===== src/rtl/uart_cmd_responder.sv =====
// -----------------------------------------------------------------------------
// uart_cmd_responder
//
// Device-side responder for a byte-framed register-access protocol carried
// over a UART link. The host sends 5-byte requests:
//   SYNC_REQ, CMD, ADDR, DATA, CHK   (CHK = CMD ^ ADDR ^ DATA)
// with CMD 8'h01 = write and 8'h02 = read. The block performs one access on a
// simple synchronous register bus and answers with a 4-byte response:
//   SYNC_RSP, STATUS, RDATA, RCHK    (RCHK = STATUS ^ RDATA)
// STATUS 8'h00 = ok, 8'hE1 = checksum error, 8'hE2 = unknown command.
//
// Handshakes (one rule for both FIFOs): a strobe (rd_uart / wr_uart) is a
// single-cycle request that is only raised when the FIFO flag allows it
// (rx_empty = 0 for pops, tx_full = 0 for pushes); the FIFO performs the
// transfer on the clock edge that ends the strobe cycle. A popped byte
// appears on r_data in the following cycle.
//
// Ports:
//   clk, reset            system clock, asynchronous active-high reset
//   rx_empty, r_data      rx FIFO status / read data (registered FIFO read)
//   rd_uart               rx FIFO pop strobe
//   tx_full               tx FIFO full flag
//   w_data, wr_uart       tx FIFO write data / push strobe
//   reg_addr, reg_wdata   register bus address / write data
//   reg_we, reg_re        single-cycle write / read strobes
//   reg_rdata             register read data, valid the cycle after reg_re
//   busy                  high whenever the FSM is not hunting for a frame
//   err_cnt               saturating count of rejected or abandoned frames
// -----------------------------------------------------------------------------
module uart_cmd_responder #(
  parameter int          TIMEOUT_CYCLES = 100000,
  parameter logic [7:0]  SYNC_REQ       = 8'hA5,
  parameter logic [7:0]  SYNC_RSP       = 8'h5A
) (
  input  logic       clk,
  input  logic       reset,
  input  logic       rx_empty,
  input  logic [7:0] r_data,
  output logic       rd_uart,
  input  logic       tx_full,
  output logic [7:0] w_data,
  output logic       wr_uart,
  output logic [7:0] reg_addr,
  output logic [7:0] reg_wdata,
  output logic       reg_we,
  output logic       reg_re,
  input  logic [7:0] reg_rdata,
  output logic       busy,
  output logic [7:0] err_cnt
);

  // FSM encoding. Receive states are numerically below S_EXEC and transmit
  // states at or above S_SEND_SYNC, so phase decodes are simple compares.
  localparam logic [3:0] S_HUNT      = 4'd0;
  localparam logic [3:0] S_GET_CMD   = 4'd1;
  localparam logic [3:0] S_GET_ADDR  = 4'd2;
  localparam logic [3:0] S_GET_DATA  = 4'd3;
  localparam logic [3:0] S_GET_CHK   = 4'd4;
  localparam logic [3:0] S_EXEC      = 4'd5;
  localparam logic [3:0] S_RD_CAP    = 4'd6;  // read data capture cycle
  localparam logic [3:0] S_SEND_SYNC = 4'd7;
  localparam logic [3:0] S_SEND_STAT = 4'd8;
  localparam logic [3:0] S_SEND_DATA = 4'd9;
  localparam logic [3:0] S_SEND_CHK  = 4'd10;

  localparam logic [7:0] CMD_WRITE  = 8'h01;
  localparam logic [7:0] CMD_READ   = 8'h02;
  localparam logic [7:0] STAT_OK    = 8'h00;
  localparam logic [7:0] STAT_CHK   = 8'hE1;
  localparam logic [7:0] STAT_CMD   = 8'hE2;

  localparam int TW = (TIMEOUT_CYCLES > 1) ? $clog2(TIMEOUT_CYCLES + 1) : 1;
  localparam logic [TW-1:0] TMO_LAST = TW'(TIMEOUT_CYCLES - 1);

  logic [3:0]    state;
  logic          fetch_pend;   // a pop was issued last cycle; r_data is valid now
  logic [7:0]    cmd_r;
  logic [7:0]    addr_r;
  logic [7:0]    data_r;
  logic [7:0]    chk_r;
  logic [7:0]    status_r;
  logic [7:0]    rdata_r;
  logic [TW-1:0] tmo_cnt;
  logic [7:0]    err_r;

  logic rx_phase;
  logic tx_phase;
  logic in_frame;
  logic capture;
  logic chk_ok;
  logic is_write;
  logic is_read;
  logic tmo_hit;

  assign rx_phase = (state <= S_GET_CHK);
  assign tx_phase = (state >= S_SEND_SYNC);
  assign in_frame = (state >= S_GET_CMD) && (state <= S_GET_CHK);
  assign capture  = fetch_pend;
  assign chk_ok   = ((cmd_r ^ addr_r ^ data_r) == chk_r);
  assign is_write = (cmd_r == CMD_WRITE);
  assign is_read  = (cmd_r == CMD_READ);
  assign tmo_hit  = in_frame && !capture && (tmo_cnt == TMO_LAST);

  // Pops are combinational so rx_empty is checked in the very cycle the
  // strobe is high; the fetch_pend gap cycle limits the rate to one byte
  // per two cycles. Gated by reset so a non-empty FIFO is never drained
  // while the block is held in reset.
  assign rd_uart = !reset && rx_phase && !fetch_pend && !rx_empty;

  // Pushes likewise track tx_full in the same cycle; a full FIFO simply
  // holds the FSM in its current send state.
  assign wr_uart = tx_phase && !tx_full;

  always_comb begin
    w_data = 8'h00;
    case (state)
      S_SEND_SYNC: w_data = SYNC_RSP;
      S_SEND_STAT: w_data = status_r;
      S_SEND_DATA: w_data = rdata_r;
      S_SEND_CHK:  w_data = status_r ^ rdata_r;
      default:     w_data = 8'h00;
    endcase
  end

  // Register bus strobes are only decoded in EXEC, and the write and read
  // decodes are mutually exclusive on cmd_r, so they can never overlap.
  assign reg_we    = (state == S_EXEC) && chk_ok && is_write;
  assign reg_re    = (state == S_EXEC) && chk_ok && is_read;
  assign reg_addr  = addr_r;
  assign reg_wdata = data_r;

  assign busy    = (state != S_HUNT);
  assign err_cnt = err_r;

  function automatic logic [7:0] sat_inc(input logic [7:0] v);
    return (v == 8'hFF) ? v : v + 8'd1;
  endfunction

  always_ff @(posedge clk or posedge reset) begin
    if (reset) begin
      fetch_pend <= 1'b0;
    end else begin
      // A pop this cycle means valid data next cycle; otherwise nothing pending.
      fetch_pend <= rd_uart;
    end
  end

  always_ff @(posedge clk or posedge reset) begin
    if (reset) begin
      state    <= S_HUNT;
      cmd_r    <= 8'h00;
      addr_r   <= 8'h00;
      data_r   <= 8'h00;
      chk_r    <= 8'h00;
      status_r <= 8'h00;
      rdata_r  <= 8'h00;
      tmo_cnt  <= '0;
      err_r    <= 8'h00;
    end else begin
      // Inter-byte timer: restarts on every captured byte inside a frame and
      // only runs while a frame is partially received.
      if (!in_frame || capture || tmo_hit) begin
        tmo_cnt <= '0;
      end else begin
        tmo_cnt <= tmo_cnt + TW'(1);
      end

      case (state)
        S_HUNT: begin
          // Non-sync bytes are dropped without being counted as errors.
          if (capture && (r_data == SYNC_REQ)) begin
            state <= S_GET_CMD;
          end
        end

        // Inside a frame every byte is payload, including SYNC_REQ values.
        S_GET_CMD: begin
          if (capture) begin
            cmd_r <= r_data;
            state <= S_GET_ADDR;
          end else if (tmo_hit) begin
            err_r <= sat_inc(err_r);
            state <= S_HUNT;
          end
        end

        S_GET_ADDR: begin
          if (capture) begin
            addr_r <= r_data;
            state  <= S_GET_DATA;
          end else if (tmo_hit) begin
            err_r <= sat_inc(err_r);
            state <= S_HUNT;
          end
        end

        S_GET_DATA: begin
          if (capture) begin
            data_r <= r_data;
            state  <= S_GET_CHK;
          end else if (tmo_hit) begin
            err_r <= sat_inc(err_r);
            state <= S_HUNT;
          end
        end

        S_GET_CHK: begin
          if (capture) begin
            chk_r <= r_data;
            state <= S_EXEC;
          end else if (tmo_hit) begin
            err_r <= sat_inc(err_r);
            state <= S_HUNT;
          end
        end

        S_EXEC: begin
          if (!chk_ok) begin
            status_r <= STAT_CHK;
            rdata_r  <= 8'h00;
            err_r    <= sat_inc(err_r);
            state    <= S_SEND_SYNC;
          end else if (!is_write && !is_read) begin
            status_r <= STAT_CMD;
            rdata_r  <= 8'h00;
            err_r    <= sat_inc(err_r);
            state    <= S_SEND_SYNC;
          end else if (is_write) begin
            // reg_we is high this cycle; the response echoes the written data.
            status_r <= STAT_OK;
            rdata_r  <= data_r;
            state    <= S_SEND_SYNC;
          end else begin
            // reg_re is high this cycle; data arrives on the next one.
            status_r <= STAT_OK;
            state    <= S_RD_CAP;
          end
        end

        S_RD_CAP: begin
          rdata_r <= reg_rdata;
          state   <= S_SEND_SYNC;
        end

        S_SEND_SYNC: if (!tx_full) state <= S_SEND_STAT;
        S_SEND_STAT: if (!tx_full) state <= S_SEND_DATA;
        S_SEND_DATA: if (!tx_full) state <= S_SEND_CHK;
        S_SEND_CHK:  if (!tx_full) state <= S_HUNT;

        default: state <= S_HUNT;
      endcase
    end
  end

endmodule


===== config.mk =====
export PLATFORM = sky130hd
export DESIGN_NAME = uart_cmd_responder
export DESIGN_NICKNAME = d
export VERILOG_FILES = /design/src/rtl/uart_cmd_responder.sv
export SDC_FILE = /design/constraint.sdc
export NUM_CORES = 1
export LEC_CHECK = 0
export CORE_ASPECT_RATIO = 1.4
export CORE_MARGIN = 10
export CORE_UTILIZATION = 49
export DETAILED_ROUTE_END_ITERATION = 12
export GPL_TIMING_DRIVEN = 1
export HOLD_SLACK_MARGIN = 0.06
export PLACE_DENSITY = 0.73
export SYNTH_ARGS = -nofsm -noshare
export SYNTH_HDL_FRONTEND = slang
export SYNTH_SLANG_ARGS = --single-unit

===== constraint.sdc =====
create_clock -name clk -period 2.2 [get_ports clk]
set_input_delay 0.44 -clock clk [delete_from_list [all_inputs] [get_ports clk]]
set_output_delay 0.44 -clock clk [all_outputs]
set_load 0.03 [all_outputs]

# After elaboration in Yosys (flattened, before gate mapping)
# Cells that the tools add are included.
[word_totals]
rom_bits = 0
latch_bits = 0
regBits = 78
output_inout_bits = 37
elab_cells = 104
mem_bits_rw = 0
n_memories = 0
[op_classes]
reduce_logical = 33
order_cmp = 3
addsub = 2
div_mod_pow = 0
n_eq_ne = 25
n_mul = 0
n_mux = 28
shifts = 0
bitwise_logic = 3
[op_table]
columns = ["cell", "n"]
rows = [
  ["$mux W8", 10],
  ["$pmux W4 S11", 1],
  ["$mux W4", 10],
  ["$pmux W8 S2", 2],
  ["$pmux W8 S4", 1],
  ["$xor A8 B8 Y8", 3],
  ["$add A17 B1 Y17 const B", 1],
  ["$eq A17 B17 Y1 const B", 1],
  ["$mux W17", 1],
  ["$eq A4 B3 Y1 const B", 4],
  ["$eq A8 B8 Y1 const B", 2],
  ["$eq A4 B4 Y1 const B", 3],
  ["$logic_and A1 B1 Y1", 12],
  ["$ne A2 B2 Y1 const B", 6],
  ["$reduce_and A2 Y1", 5],
  ["$add A8 B1 Y8 const B", 1],
  ["$eq A4 B2 Y1 const B", 2],
  ["$eq A8 B1 Y1 const B", 1],
  ["$eq A8 B2 Y1 const B", 1],
  ["$eq A8 B8 Y1", 1],
  ["$logic_not A1 Y1", 7],
  ["$reduce_and A5 Y1", 1],
  ["$eq A4 B1 Y1 const B", 1],
  ["$ge A4 B1 Y1 const B", 1],
  ["12 further kinds", 16],
]

# Logic depth before layout (Yosys ltp)
[depth]
depth_word = 7
mapped_depth = 8

# Least setup slack after synthesis
# OpenSTA, ideal clock, no wires.
[synth_path]
path_kind = "reg-to-output"
start = "reg state[1]"
end = "out w_data[1]"
stages_incl_launch_ff = 7
path_slack_ns = -0.206
n_path_buf = 4
arrival_ns = 1.966
path_cell_list = "dfrtp_1 -> buf_6 -> clkbuf_1 -> clkbuf_1 -> clkbuf_1 -> a32oi_1 -> o21ai_0"
[synth_between]
elab_chain_len = 2
[synth_rtl]
columns = ["item", "line", "rtl"]
rows = [
  ["from (decl)", "75", "logic [3:0] state;"],
  ["from (signal assigned)", "150", "state <= S_HUNT;"],
  ["from (signal assigned)", "172", "state <= S_GET_CMD;"],
  ["from (signal assigned)", "180", "state <= S_GET_ADDR;"],
  ["$eq A4 B4 Y1 or $eq A4 B3 Y1 (tied branches)", "116", "case (state)"],
  ["$pmux W8 S4 *", "116", ""],
  ["to (decl)", "41", "output logic [7:0] w_data,"],
]
# Mark *: on every way between the ends. The rest lies on a longest branch, timed or not.

# Worst setup path in the final report
[layout_path]
start = "reg cmd_r[0]"
end = "out reg_re"
[layout_between]
elab_chain_len = 5
[layout_rtl]
columns = ["item", "line", "rtl"]
rows = [
  ["from (decl)", "77", "logic [7:0] cmd_r;"],
  ["from (signal assigned)", "179", "cmd_r <= r_data;"],
  ["$xor A8 B8 Y8 (2 in series)", "99", "assign chk_ok = ((cmd_r ^ addr_r ^ data_r) == chk_r);"],
  ["$eq A8 B8 Y1", "99", ""],
  ["$logic_and A1 B1 Y1", "128", "assign reg_re = (state == S_EXEC) && chk_ok && is_read;"],
  ["$logic_and A1 B1 Y1 *", "128", ""],
  ["to (decl)", "46", "output logic reg_re,"],
]
# Marks and branches as above.

==> qor.yml <==
synthesis:
  synth.avg_cell_area_um2: 10.1
  ys_seq_elements: 73
  syn-cell-area_um2: 3970
  synth_area_leaders: "dfrtp_1, mux2_2, xnor2_1"
  syn_nets: 416
  synth_edf_count: 0
  synth_cells: 394
  yosysTopAreaCell: "dfrtp_1"
  yosysMostFrequentCell: "dfrtp_1"
  synth_top_flop_cell: "dfrtp_1"
  seq_area_frac_synth: 0.460
  synth_cell_types: 49
  synth_top_area_frac: 0.460
  ys_warn_count: 0
  synth_commonest_cells: "dfrtp_1, nor2_1, mux2_2"
  async_flop_share: 1.00
place:
  hpwl_um: 7230
  placed_area_um2: 4780
  place_ws_ns: -0.132
  gp_congestion: 0.859
  io_buffer_count: 56
  placed_cells: 562
global_routing:
  overflow: 0
  grt_pass1_vias: 3348
  grt_pass1_wl_um: 16700
  grtUsageTotal: 0.175
  grt_max_degree: 74
  antenna_found_initial: 0
detailed_routing:
  routedWlPerCell_um: 17.7
  final_antenna_net_count: 0
  drtIter0Drc: 186
  drc_errors: 0
  drtPass1Iterations: 4
  drt-total-wl_um: 10500
  vias_per_cell: 5.60
  vias: 3340
setup_path:
  critPathCaptureType: "output port"
  start_kind: "flop"
  max_stage_delay_ns: 0.44
  critical_path_depth: 7
  crit_arrival_ns: 1.93
  r2r-start: "cmd_r[0]"
  cp_cell_sequence: "xnor2_2 > xnor2_1 > nand4_1 > nor2_2 > nand2_2 > nor3_4 > buf_6"
  critical-path-top-delay-family: "simple AND/OR/NAND/NOR gates"
  reg2reg_slack_ns: -0.11
  reg2reg_depth: 9
  crit_path_max_fanout: 5
  cp_num_buf_inv: 1
  crit_required_ns: 1.76
  crit_type: "reg -> out"
  rr_endpoint: "err_cnt[1]"
  slowest_stage: "dfrtp_1"
sta:
  fin_crit_sh: 1.08
  maxSlewViolCount: 0
  setup_violations: 3
  rsz0062_at_grt: "yes"
  finalCriticalPeriod_ns: 2.37
  worst_slack_ns: -0.170
  worst_pin_slew_ns: 0.531
  max_slew_margin: 0.645
  fmax_mhz: 422
  skew_ns: 0.0163
  hold_viol_final: 0
pwr:
  power_per_cell_area_nw_per_um2: 1440
  ir_drop_v: 0.000865
  fin_total_pwr_mw: 7.71
  p_leak_nw: 2.32
cts:
  cts_tree: "done"
  insertion_delay_ns: 0.37
  cts_buffers: 9
  clockBufferDepth: 2
  clock-sinks: 73
  path_clk_slew_ns: 0.09
  htree_num_levels: 3
  holdBufCountCts: 0
  cts-root-buf: "clkbuf_8"
hold_path:
  min_to: "err_cnt[6]"
  hp-start: "err_cnt[6]"
  hold_depth: 1
  min-delay-path-class: "reg -> reg"
final_layout:
  final_core_util: 0.680
  fin_area_um2: 5340
  multi_input_area_um2: 2130
  nFillCells: 594
  area_delta_synth_final_pct: 34.5
  regArea_um2: 1830
  nNetsFinal: 513
  antenna_cells: 0
  drive_above_1_share: 0.272
  fin_cells: 596
floorplanning:
  chipHeight_um: 126
  die-area_um2: 12100
  start_util: 0.506
  ioPinCount: 57
  core.rowCount: 38
  core-area_um2: 7850
  die_w_um: 96.1
run_status:
  status: "finished, violations left"
  violations: "negative setup slack"
flow_run:
  drv_cap: 0
[per-layer routing]
layer,vias to the layer above,global-route usage,part of all wire
li1,1578,-,-
met1,1637,0.198,0.39
met2,96,0.291,0.52
met3,29,0.0478,0.057
met4,0,0.0914,0.032
met5,-,0,0
[power breakdown]
group	leakage [nW]	switching, mW	internal (mW)
sequential	0.899	0.454	1.81
combinational	1.30	2.04	2.12
clock	0.124	0.538	0.755
[layout by cell type (no fill, tap or decap), types with 9 or more instances in the layout]
cell type / Yosys / final
clkbuf_8: 0 / 9
dfrtp_1: 73 / 70
nor2_1: 45 / 43
nor2b_1: 12 / 9
mux2_2: 32 / 32
nand2_1: 17 / 15
buf_4: 2 / 50
xnor2_1: 27 / 23
clkdlybuf4s50_1: 0 / 43
a21oi_1: 19 / 18
xor2_1: 20 / 20
nand2b_1: 14 / 12
nand3_1: 28 / 28
[kinds of logic after synthesis]
kind of cell             count (synthesis)  share of synthesized area
multiplexers                            36                      0.102
XOR/XNOR                                47                      0.104
flip-flops                              73                      0.460
buffers and inverters                   23                     0.0274
adder cells (fa/ha/maj)                  2                    0.00631
AND/OR/NAND/NOR                        154                      0.203
AO/OA/AOI/OAI                           59                     0.0968
[state kept, by name, summed over array words and instances, names as in the netlist]
register,cells
reg_wdata,8
chk_r,8
tmo_cnt,17
reg_addr,8
err_cnt,8
cmd_r,8
capture,1
status_r,3
state,4
rdata_r,8
[worst max-delay path by stage]
stage | end | slack, ns | start
2_1_floorplan | reg_re | -0.14 | reg_wdata[1]
3_5_place_dp | state[0] | -0.13 | r_data[4]
4_1_cts | reg_re | -0.18 | reg_addr[3]
5_1_grt | reg_re | -0.28 | reg_addr[1]
3_3_place_gp | state[0] | -0.05 | r_data[4]
6_report | reg_re | -0.17 | cmd_r[0]
[per-stage QoR]
| step | TNS, ns | hold slack [ns] |
|---|---|---|
| floorplan | -0.326 | 0.448 |
| global placement | -0.0520 | 0.463 |
| detailed placement | -0.185 | 0.482 |
| CTS | -0.357 | 0.495 |
| global route | -1.99 | 0.509 |
| finish | -0.449 | 0.492 |
[repair_timing]
action                                  4_1_cts  5_1_grt
gates resized for setup                      11       19
setup buffers                                 8        7
endpoints found under the setup margin        6       25
gates cloned                                  1        3
pin swaps                                     6       10
hold endpoints to repair                      0        0
[final cells by class]
cell class | count | area share
Multi-Input combinational cell | 298 | 0.399
Sequential cell | 73 | 0.343
Clock buffer | 9 | 0.0232
Clock inverter | 7 | 0.0220
Tap cell | 100 | 0.0235
Inverter | 7 | 0.00563
Timing Repair Buffer | 102 | 0.183
No activity file was read; power rests on OpenSTA's default activity.
